### config.mk
export PLATFORM = sky130hd
export DESIGN_NAME = scmi_doorbell_arbiter
export DESIGN_NICKNAME = d
export VERILOG_FILES = /design/src/rtl/scmi_doorbell_arbiter.sv
export SDC_FILE = /design/constraint.sdc
export NUM_CORES = 1
export LEC_CHECK = 0
export BUFFER_PORTS_ARGS = -buffer_cell sky130_fd_sc_hd__buf_2
export CORE_MARGIN = 10
export CORE_UTILIZATION = 38
export CTS_CLUSTER_DIAMETER = 150
export DETAILED_ROUTE_END_ITERATION = 8
export GPL_TIMING_DRIVEN = 0
export PLACE_DENSITY = 0.7
export SLEW_MARGIN = 30
export SYNTH_ARGS = -nofsm -noshare
export SYNTH_HDL_FRONTEND = slang
export SYNTH_SLANG_ARGS = --single-unit
### constraint.sdc
create_clock -name clk_i -period 1.1 [get_ports clk_i]
set_input_delay 0.22 -clock clk_i [delete_from_list [all_inputs] [get_ports clk_i]]
set_output_delay 0.22 -clock clk_i [all_outputs]
set_load 0.05 [all_outputs]
### src/rtl/scmi_doorbell_arbiter.sv
// rtl/scmi_doorbell_arbiter.sv - round-robin arbiter offering pending SCMI doorbell channels to one consumer
module scmi_doorbell_arbiter #(
  parameter int NumChannels = 4,
  parameter int IdWidth     = $clog2(NumChannels)
) (
  input  logic                   clk_i,
  input  logic                   rst_ni,
  input  logic [NumChannels-1:0] doorbell_i,
  input  logic [NumChannels-1:0] enable_i,
  output logic                   chan_valid_o,
  output logic [IdWidth-1:0]     chan_id_o,
  input  logic                   chan_ready_i,
  output logic                   irq_o,
  output logic [NumChannels-1:0] overflow_o,
  input  logic [NumChannels-1:0] overflow_clr_i
);

  typedef enum logic {S_IDLE, S_OFFER} state_t;

  state_t                 r_state;
  state_t                 w_state_nxt;
  logic [NumChannels-1:0] r_pending;
  logic [NumChannels-1:0] r_overflow;
  logic [IdWidth-1:0]     r_rr_ptr;
  logic [IdWidth-1:0]     r_id_q;
  logic                   r_irq;

  logic [NumChannels-1:0] w_elig;
  logic [NumChannels-1:0] w_ge_mask;
  logic [NumChannels-1:0] w_sel_vec;
  logic [IdWidth-1:0]     w_pick;
  logic                   w_load;
  logic                   w_accept;
  logic [NumChannels-1:0] w_clr;
  logic [NumChannels-1:0] w_ovf_evt;
  logic [IdWidth-1:0]     w_rr_nxt;

  assign w_elig    = r_pending & enable_i;
  assign w_accept  = (r_state == S_OFFER) && chan_ready_i;
  assign w_clr     = w_accept ? (NumChannels'(1) << r_id_q) : '0;
  // A doorbell only counts as lost if the pending bit is not being consumed this cycle.
  assign w_ovf_evt = doorbell_i & r_pending & ~w_clr;
  assign w_rr_nxt  = (r_id_q == IdWidth'(NumChannels - 1)) ? '0 : r_id_q + 1'b1;

  always_comb begin
    w_ge_mask = '0;
    for (int i = 0; i < NumChannels; i++) begin
      w_ge_mask[i] = (IdWidth'(i) >= r_rr_ptr);
    end
    w_sel_vec = ((w_elig & w_ge_mask) != '0) ? (w_elig & w_ge_mask) : w_elig;
    w_pick    = '0;
    for (int i = NumChannels - 1; i >= 0; i--) begin
      if (w_sel_vec[i]) w_pick = IdWidth'(i);
    end
  end

  always_comb begin
    w_state_nxt = r_state;
    w_load      = 1'b0;
    case (r_state)
      S_IDLE: begin
        if (w_elig != '0) begin
          w_load      = 1'b1;
          w_state_nxt = S_OFFER;
        end
      end
      S_OFFER: begin
        if (chan_ready_i) w_state_nxt = S_IDLE;
      end
      default: w_state_nxt = S_IDLE;
    endcase
  end

  always_ff @(posedge clk_i or negedge rst_ni) begin
    if (!rst_ni) begin
      r_state    <= S_IDLE;
      r_pending  <= '0;
      r_overflow <= '0;
      r_rr_ptr   <= '0;
      r_id_q     <= '0;
      r_irq      <= 1'b0;
    end else begin
      r_state    <= w_state_nxt;
      r_pending  <= (r_pending & ~w_clr) | doorbell_i;
      r_overflow <= (r_overflow & ~overflow_clr_i) | w_ovf_evt;
      r_irq      <= |w_elig;
      if (w_load)   r_id_q   <= w_pick;
      if (w_accept) r_rr_ptr <= w_rr_nxt;
    end
  end

  assign chan_valid_o = (r_state == S_OFFER);
  assign chan_id_o    = r_id_q;
  assign irq_o        = r_irq;
  assign overflow_o   = r_overflow;

endmodule

# == Word level (Yosys, flattened, before mapping) ==
# Cells that the tools add are included.
# word_totals
register_bits,14
inputBits,15
wordCells,39
# op_classes
n_addsub,1
magnitude_cmp,4
n_eq_ne,1
shifts,1
muxes,11
n_bitwise,11
n_reduce_logical,4
# ops
op,n
AND 4 bit,6
two-way mux 2 bit,5
two-way mux 4 bit,2
inverter 4 bit,2
bitwise OR 4 bit,2
nonzero test 4 bit,2
"greater-or-equal comparator 1 x 2 -> 1 bit, first input constant",2
"greater-or-equal comparator 2 bit, first input constant",2
OR reduction 4 bit,1
"left shift 1 x 2 -> 4 bit, first input constant",1
two-way mux 1 bit,3
"adder 2 x 1 -> 2 bit, second input constant",1
"equality test 2 bit, second input constant",1
case mux 1 bit (2 select lines),1
logical AND 1 bit,1
inverter 1 bit,1

# == Logic depth before layout (Yosys ltp) ==
# Gate-level depths: netlist (run 1).
# logic_depth
ltp_word,8
depth_mapped,5
ltp_nobuf,5

# == Worst setup path before layout (run 1) ==
# Ideal clock, no wire load.
# synth_path
path_kind,flip-flop to flip-flop
start,"reg r_id_q[0], in the netlist chan_id_o[0]"
end,reg r_rr_ptr[1]
setup_ps,125
arrival_time_ps,1351
setup_slack_ps,-376
path_stages_with_launch,4
n_path_buf,0
synth_period_minus_slack_ps,1476
path_cell_list,dfrtp_1 -> inv_1 -> ha_1 -> mux2_2
# synth_between
elab_chain_len,2
elab_cells_between_ends,3
cone_classes,add/sub: 1; eq/ne: 1; mux: 1
# synth_lines
item,line,text
start: declaration,25,logic [IdWidth-1:0] r_id_q;
start signal: assignment,87,if (w_load) r_id_q <= w_pick;
adder 2 x 1 -> 2 bit / equality test 2 bit (equally long branches),43,assign w_rr_nxt = (r_id_q == IdWidth'(NumChannels - 1)) ? '0 : r_id_q + 1'b1;
two-way mux 2 bit (*),43,
named net w_rr_nxt[1],36,logic [IdWidth-1:0] w_rr_nxt;
end signal: assignment,88,if (w_accept) r_rr_ptr <= w_rr_nxt;
end: declaration,24,logic [IdWidth-1:0] r_rr_ptr;
# The timed path passes the listed nets; every way through them passes the cells marked *.
# A chain may end at the register's enable or synchronous reset.

# == Worst setup path in the final report (run 1) ==
# layout_path
start,"reg r_id_q[0], in the netlist chan_id_o[0]"
end,out chan_id_o[0]
# layout_rtl
item,line,text
end: declaration,11,"output logic [IdWidth-1:0] chan_id_o,"
# No word-level cell between the ends.

==> results of run 1 <==
[cell usage in the layout, fill, tap and decap left out, drive strengths merged]
master / n
a21o: 2
a21oi: 1
a31oi: 1
and3: 1
buf: 27
clkbuf: 5
dfrtp: 14
dlygate4sd3: 1
ha: 4
inv: 8
mux2: 1
nand2: 12
nand3: 8
nand4: 1
nor2: 1
nor2b: 1
o211ai: 1
o21a: 1
o21ai: 5
o22ai: 4
o31ai: 1
[metrics by stage]
step	hold WS (ns)	instance area, um2	power, W	worst slack (ns)
finish	0.0870	1040	0.00218	-0.0292
global route	0.0983	1040	0.00232	-0.0492
CTS	0.102	973	0.00208	-0.0378
detailed placement	0.133	855	0.00154	-0.0512
global placement	0.132	855	0.00151	-0.0336
floorplan	-0.0756	713	0.00134	-0.160
[power breakdown]
part	internal [W]	leakage [nW]	switching, W
registers	0.000643	0.147	0.000138
clock network	0.000202	0.0210	0.000177
logic	0.000440	0.325	0.000585
total	0.00129	0.494	0.000899
[layer usage]
layer | track usage | wire length [um] | vias to the layer above
li1 | - | - | 299
met1 | 0.0946 | 726 | 295
met2 | 0.151 | 901 | 24
met3 | 0.0323 | 119 | 5
met4 | 0.0503 | 39 | 0
met5 | 0 | 0 | -
[state kept, by name (all words and copies together) (netlist names)]
register	count
overflow_o	4
chan_id_o	2
chan_valid_o	1
r_rr_ptr	2
irq_o	1
r_pending	4
[logic make-up after synthesis]
group	count (synthesis)	share of synthesized area
flip-flops	14	0.505
adder cells (fa/ha/maj)	4	0.0721
AND/OR/NAND/NOR	24	0.189
multiplexers	1	0.0162
AO/OA/AOI/OAI	16	0.159
buffers and inverters	9	0.0595
[path summary, 6_finish.rpt]
kind | slack (ns) | start | endpoint | depth (start not counted)
worst max register to register | -0.03 | chan_id_o[1] | r_rr_ptr[1] | 3
max in group asynchronous | 0.49 | rst_ni | chan_id_o[0] | 2
worst min register to register | 0.53 | r_pending[1] | r_pending[1] | 2
worst max-delay path | -0.03 | chan_id_o[0] | chan_id_o[0] | 1
min in group asynchronous | 0.35 | rst_ni | r_rr_ptr[0] | 2
worst min-delay path | 0.09 | overflow_clr_i[3] | overflow_o[3] | 2
[what timing repair did]
item	4_1_cts	5_1_grt
hold buffers	1	0
setup endpoints to repair	10	14
gates resized for setup	16	12
buffers inserted	2	3
pin swaps	0	1
endpoints found under the hold margin	14	0
[final cells by class]
cell class	count	area, um2
Multi-Input combinational cell	45	370
Timing Repair Buffer	28	204
Sequential cell	14	354
Buffer	1	11.3
Inverter	8	30.0
Fill cell	154	689
Clock buffer	4	36.3
Tap cell	25	31.3
==> impl_metrics.env, run 1 <==
export IMPL_drv_slew=0
export IMPL_die_area_mm2=0.00394
export IMPL_cts_buffers=3
export IMPL_yosys_top_cells_count="dfrtp_1, nand2_1, inv_1, nand3_1, o21ai_0"
export IMPL_peakVddDrop_v=0.00110
export IMPL_fin_nets=120
export IMPL_first_global_vias=706
export IMPL_hp_class="in -> reg"
export IMPL_hold_violations=0
export IMPL_yosysMostFrequentCell="dfrtp_1"
export IMPL_start_util=0.402
export IMPL_synth_seq_area_share=0.505
export IMPL_synth_top_area_share=0.505
export IMPL_gp_congestion=0.789
export IMPL_dp_cells=115
export IMPL_synthTopCellsByArea="dfrtp_1, ha_1, nand2_1"
export IMPL_fin_worst_skew_ns=0.00301
export IMPL_setup_ws_ns=-0.0292
export IMPL_fin_cells=125
export IMPL_worstMarginPinSlew_ns=0.320
export IMPL_io_buffers=22
export IMPL_core_mm2=0.00173
export IMPL_grt_overflow=0
export IMPL_die_h_um=62.8
export IMPL_power_density_mw_per_mm2=2110
export IMPL_ys_seq_elements=14
export IMPL_antenna_found_initial=0
export IMPL_drt_iter0_drc=9
export IMPL_crit_chain="buf_6"
export IMPL_synthFlopType="dfrtp_1"
export IMPL_fmax_mhz=886
export IMPL_crit_type="reg -> out"
export IMPL_hpwl_um=1280
export IMPL_crit_family="flip-flops"
export IMPL_total_leakage_power_nw=0.494
export IMPL_rsz0062_at_grt="true"
export IMPL_grt_start_max_net_pins=15
export IMPL_layout_min_cycle_time_ns=1.13
export IMPL_diodes=0
export IMPL_wl_per_cell_um=14.3
export IMPL_cp_required_ns=0.88
export IMPL_finalCritPeriodShare=1.03
export IMPL_vias=623
export IMPL_grt_pass1_wl_um=2950
export IMPL_avgViaCountPerCell=4.98
export IMPL_outcome="finished, violations left"
export IMPL_synth_avg_cell_area_um2=10.2
export IMPL_layout_drive_gt1_share=0.520
export IMPL_slew_limit_headroom=0.787
export IMPL_cts_sink_count=14
export IMPL_synth_edf_count=0
export IMPL_slowest_stage="dfrtp_2"
export IMPL_drtAntennaViolNets=0
export IMPL_first_pass_iters=4
export IMPL_path_max_fanout=5
export IMPL_synthToLayoutAreaGrowth_pct=49.4
export IMPL_violations="setup timing"
export IMPL_drt_wl_total_um=1790
export IMPL_setup_violations=3
export IMPL_tns_ns=-0.0805
export IMPL_syn_area_um2=694
export IMPL_yosys_warnings=0
export IMPL_syn_inst=68
export IMPL_ys_types=21
export IMPL_cap_violations=0
export IMPL_drc=0
export IMPL_synth_largest_area_cell="dfrtp_1"
export IMPL_cts_buffer_depth=2
export IMPL_cts_root_buf="clkbuf_4"
export IMPL_max_stage_delay_ns=0.46
export IMPL_die_width_um=62.8
export IMPL_fp_row_count=15
export IMPL_h_tree_depth=1
export IMPL_clk_latency_ns=0.29
export IMPL_cp_end_kind="primary output"
export IMPL_crit_path_start_kind="register"
export IMPL_utilization=0.601
export IMPL_clk_pin_slew_ns=0.09
export IMPL_crit_buf_inv=1
export IMPL_cp_arrival_ns=0.91
export IMPL_ioPinCount=23
export IMPL_synth_nets=87
export IMPL_cts_tree="built"
export IMPL_async_flop_share=1.00
export IMPL_grt_usage=0.0897
Power figures use the tool's default switching activity.
==> run 2: changes to the inputs <==
MAX_ROUTING_LAYER = met4   (was unset)
==> impl_metrics.env, run 2 (same netlist as run 1, synthesis figures left out) <==
export IMPL_cp_arrival_ns=0.91
export IMPL_violations="setup timing"
export IMPL_switching_share=0.412
export IMPL_grt_start_max_net_pins=15
export IMPL_gp_congestion=0.800
export IMPL_clockPowerShare=0.173
export IMPL_fin_cells=125
export IMPL_worstMarginPinSlew_ns=0.320
export IMPL_clk_latency_ns=0.29
export IMPL_die_width_um=62.8
export IMPL_first_global_vias=706
export IMPL_p_total_w=0.00218
export IMPL_switchingPower_w=0.000899
export IMPL_cts_sink_count=14
export IMPL_cp_required_ns=0.88
export IMPL_layout_drive_gt1_share=0.520
export IMPL_io_buffers=22
export IMPL_cap_violations=0
export IMPL_setup_violations=3
export IMPL_grt_usage=0.0922
export IMPL_final_area_mm2=0.00104
export IMPL_mostFrequentLayoutCell="buf_2"
export IMPL_fin_nets=120
export IMPL_die_area_mm2=0.00394
export IMPL_wl_per_cell_um=14.3
export IMPL_core_mm2=0.00173
export IMPL_setup_worst_path_end="chan_id_o[0]"
export IMPL_crit_buf_inv=1
export IMPL_r2r_end="r_rr_ptr[1]"
export IMPL_slew_limit_headroom=0.787
export IMPL_cts_buffer_depth=2
export IMPL_rrSetupSlack_ns=-0.03
export IMPL_place_area_um2=855
export IMPL_fmax_mhz=885
export IMPL_diodes=0
export IMPL_crit_path_start_kind="register"
export IMPL_clk_pin_slew_ns=0.09
export IMPL_hp_class="in -> reg"
export IMPL_grt_pass1_wl_um=2960
export IMPL_first_pass_iters=5
export IMPL_hpwl_um=1280
export IMPL_drc=0
export IMPL_crit_chain="buf_6"
export IMPL_slowest_stage="dfrtp_2"
export IMPL_total_leakage_power_nw=0.494
export IMPL_power_density_mw_per_mm2=2110
export IMPL_fp_row_count=15
export IMPL_cp_startpoint="chan_id_o[0]"
export IMPL_setup_ws_ns=-0.0294
export IMPL_cts_tree="built"
export IMPL_hold_slack_ns=0.0869
export IMPL_layout_min_cycle_time_ns=1.13
export IMPL_synthToLayoutAreaGrowth_pct=49.4
export IMPL_avgViaCountPerCell=5.00
export IMPL_timing_rr_start="chan_id_o[1]"
export IMPL_share_comb_of_total_power=0.469
export IMPL_tns_ns=-0.0810
export IMPL_intPower_w=0.00128
export IMPL_peakVddDrop_v=0.00110
export IMPL_die_h_um=62.8
export IMPL_hold_violations=0
export IMPL_start_util=0.402
export IMPL_crit_type="reg -> out"
export IMPL_rsz0062_at_grt="true"
export IMPL_rr_worst_depth=3
export IMPL_drt_iter0_drc=9
export IMPL_drtAntennaViolNets=0
export IMPL_ioPinCount=23
export IMPL_drv_slew=0
export IMPL_outcome="finished, violations left"
export IMPL_cp_end_kind="primary output"
export IMPL_crit_family="flip-flops"
export IMPL_vias=625
export IMPL_h_tree_depth=1
export IMPL_antenna_found_initial=0
export IMPL_drt_wl_total_um=1780
export IMPL_fin_worst_skew_ns=0.00304
export IMPL_dp_cells=115
export IMPL_p_seq_frac=0.358
export IMPL_crit_cells=1
export IMPL_cts_buffers=3
export IMPL_max_stage_delay_ns=0.46
export IMPL_final_cell_mix="buf_2, dfrtp_1, buf_6, nand2_1"
export IMPL_finalCritPeriodShare=1.03
export IMPL_path_max_fanout=5
export IMPL_grt_overflow=0
export IMPL_cts_root_buf="clkbuf_4"
-- run 2: repair_timing --
item | in CTS | in global routing
resized for setup | 16 | 12
endpoints found under the hold margin | 14 | 0
setup endpoints to repair | 10 | 14
pin swaps | 0 | 1
hold buffers | 1 | 0
buffers inserted | 2 | 3
-- run 2: worst min-delay path by stage --
stage,from,endpoint,cells past startpoint
4_1_cts,overflow_clr_i[1],overflow_o[1],2
3_3_place_gp,rst_ni,irq_o,1
2_1_floorplan,rst_ni,chan_id_o[0],0
5_1_grt,overflow_clr_i[2],overflow_o[2],2
3_5_place_dp,rst_ni,irq_o,1
6_report,overflow_clr_i[3],overflow_o[3],2
-- run 2: worst register-to-register path, cell delays in order, from the launching register on --
cell,delay (ns)
dfrtp_2,0.45
inv_2,0.11
ha_4,0.20
mux2_2,0.25
-- run 2: per-stage QoR --
stage          setup slack [ns]   util
2_1_floorplan            -0.160      -
3_3_place_gp            -0.0336  0.495
3_5_place_dp            -0.0512  0.495
4_1_cts                 -0.0378  0.564
5_1_grt                 -0.0492  0.601
6_report                -0.0294  0.601
-- run 2: metal layers --
metal  up-vias  part of all wire  global-route usage
met4         0             0.022              0.0503
met3         5             0.055              0.0269
met2        24              0.50               0.151
met5         -                 0                   -
met1       297              0.42              0.0976
li1        299                 -                   -
-- run 2: area by class of cell --
cell class                      instances  area (um2)
Tap cell                               25        31.3
Fill cell                             154         689
Sequential cell                        14         354
Buffer                                  1        11.3
Inverter                                8        30.0
Timing Repair Buffer                   28         204
Clock buffer                            4        36.3
Multi-Input combinational cell         45         370
-- run 2: power by group through the flow --
stage               registers [W]  logic [W]  clock network (W)
global placement         0.000774   0.000740                  0
finish                   0.000781    0.00102           0.000379
detailed placement       0.000782   0.000762                  0
CTS                      0.000784   0.000908           0.000387
global route             0.000799    0.00111           0.000404
floorplan                0.000996   0.000341                  0
==> run 3: changes to the inputs <==
CELL_PAD_IN_SITES_DETAIL_PLACEMENT = 1   (was unset)
CELL_PAD_IN_SITES_GLOBAL_PLACEMENT = 1   (was unset)
CORE_UTILIZATION = 32   (was 38)
PLACE_DENSITY = 0.77   (was 0.7)
SKIP_LAST_GASP = 1   (was unset)
==> impl_metrics.env, run 3 (same netlist as run 1, synthesis figures left out) <==
export IMPL_outcome="finished, violations left"
export IMPL_violations="setup timing"
export IMPL_place_area_um2=857
export IMPL_finalCritPeriodShare=1.04
export IMPL_utilization=0.514
export IMPL_crit_type="reg -> out"
export IMPL_avgViaCountPerCell=4.95
export IMPL_die_width_um=66.6
export IMPL_hp_start="overflow_clr_i[2]"
export IMPL_io_buffers=22
export IMPL_die_area_mm2=0.00443
export IMPL_wl_per_cell_um=17.8
export IMPL_rrSetupSlack_ns=-0.04
export IMPL_setup_violations=6
export IMPL_final_area_mm2=0.00104
export IMPL_peakVddDrop_v=0.00103
export IMPL_crit_chain="buf_6"
export IMPL_slowest_stage="dfrtp_2"
export IMPL_fin_nets=119
export IMPL_core_mm2=0.00202
export IMPL_tns_ns=-0.181
export IMPL_synthToLayoutAreaGrowth_pct=49.7
export IMPL_slew_limit_headroom=0.781
export IMPL_rsz0062_at_grt="true"
export IMPL_n_fill_cell=237
export IMPL_ioPinCount=23
export IMPL_fmax_mhz=874
export IMPL_grt_usage=0.103
export IMPL_cp_end_kind="primary output"
export IMPL_first_global_vias=756
export IMPL_rr_worst_depth=3
export IMPL_crit_family="flip-flops"
export IMPL_first_pass_iters=3
export IMPL_antenna_found_initial=0
export IMPL_cts_sink_count=14
export IMPL_max_stage_delay_ns=0.46
export IMPL_layout_drive_gt1_share=0.576
export IMPL_start_util=0.343
export IMPL_clk_pin_slew_ns=0.09
export IMPL_cp_startpoint="chan_id_o[0]"
export IMPL_crit_path_start_kind="register"
export IMPL_path_max_fanout=5
export IMPL_multi_input_area_um2=375
export IMPL_vias=624
export IMPL_drt_iter0_drc=14
export IMPL_grt_pass1_wl_um=3410
export IMPL_hpwl_um=1430
export IMPL_layout_min_cycle_time_ns=1.14
export IMPL_mostFrequentLayoutCell="buf_2"
export IMPL_diodes=0
export IMPL_fin_worst_skew_ns=0.00348
export IMPL_setup_ws_ns=-0.0438
export IMPL_clk_latency_ns=0.29
export IMPL_total_leakage_power_nw=0.489
export IMPL_drtAntennaViolNets=0
export IMPL_cts_buffers=3
export IMPL_hold_slack_ns=0.0988
export IMPL_drv_slew=0
export IMPL_grt_start_max_net_pins=15
export IMPL_fp_row_count=16
export IMPL_cts_root_buf="clkbuf_4"
export IMPL_die_h_um=66.6
export IMPL_hold_violations=0
export IMPL_r2r_end="r_rr_ptr[1]"
export IMPL_cap_violations=0
export IMPL_cts_tree="built"
export IMPL_grt_overflow=0
export IMPL_cp_required_ns=0.88
export IMPL_cp_arrival_ns=0.92
export IMPL_power_density_mw_per_mm2=2140
export IMPL_seqCellArea_um2=357
export IMPL_h_tree_depth=1
export IMPL_crit_buf_inv=1
export IMPL_timing_rr_start="chan_id_o[0]"
export IMPL_worstMarginPinSlew_ns=0.328
export IMPL_min_to="overflow_o[2]"
export IMPL_whs_path_depth=2
export IMPL_gp_congestion=0.876
export IMPL_drt_wl_total_um=2250
export IMPL_drc=0
export IMPL_cts_buffer_depth=2
export IMPL_hp_class="in -> reg"
export IMPL_final_cell_mix="buf_2, dfrtp_1, buf_6, inv_1, nand2_2"
[run 3: report_power, final]
part | leakage (nW) | switching, W | internal, W
sequential | 0.146 | 0.000165 | 0.000648
clock | 0.0150 | 0.000174 | 0.000141
combinational | 0.328 | 0.000622 | 0.000478
total | 0.489 | 0.000961 | 0.00127
[run 3: repair_timing]
item / 4_1_cts / 5_1_grt
resized for setup: 17 / 21
setup endpoints to repair: 10 / 16
hold buffers: 1 / 0
buffers inserted: 2 / 2
pin swaps: 0 / 4
hold endpoints to repair: 14 / 0
[run 3: metrics by stage]
stage                     power (W)  std cells  setup slack, ns
after floorplan             0.00134         68           -0.160
after global placement      0.00152        117          -0.0420
after detailed placement    0.00155        117          -0.0597
after CTS                   0.00204        124          -0.0422
after global routing        0.00237        126          -0.0875
final                       0.00223        126          -0.0438
[run 3: metal layers]
| metal | GRT usage | share of wire |
|---|---|---|
| met1 | 0.0966 | 0.37 |
| met2 | 0.181 | 0.56 |
| met3 | 0.0452 | 0.052 |
| met4 | 0.0393 | 0.023 |
| met5 | - | 0 |
[run 3: how the worst max path moves through the flow]
stage,depth (start not counted),slack (ns),end
CTS,1,-0.04,chan_id_o[0]
floorplan,3,-0.16,r_rr_ptr[1]
finish,1,-0.04,chan_id_o[0]
global route,4,-0.09,r_pending[2]
global placement,3,-0.04,r_rr_ptr[1]
detailed placement,3,-0.06,r_rr_ptr[1]
[run 3: layout make-up]
type	count	share of cell area
Buffer	1	0.0144
Clock buffer	4	0.0253
Inverter	8	0.0313
Multi-Input combinational cell	45	0.361
Sequential cell	14	0.343
Tap cell	27	0.0325
Timing Repair Buffer	27	0.193
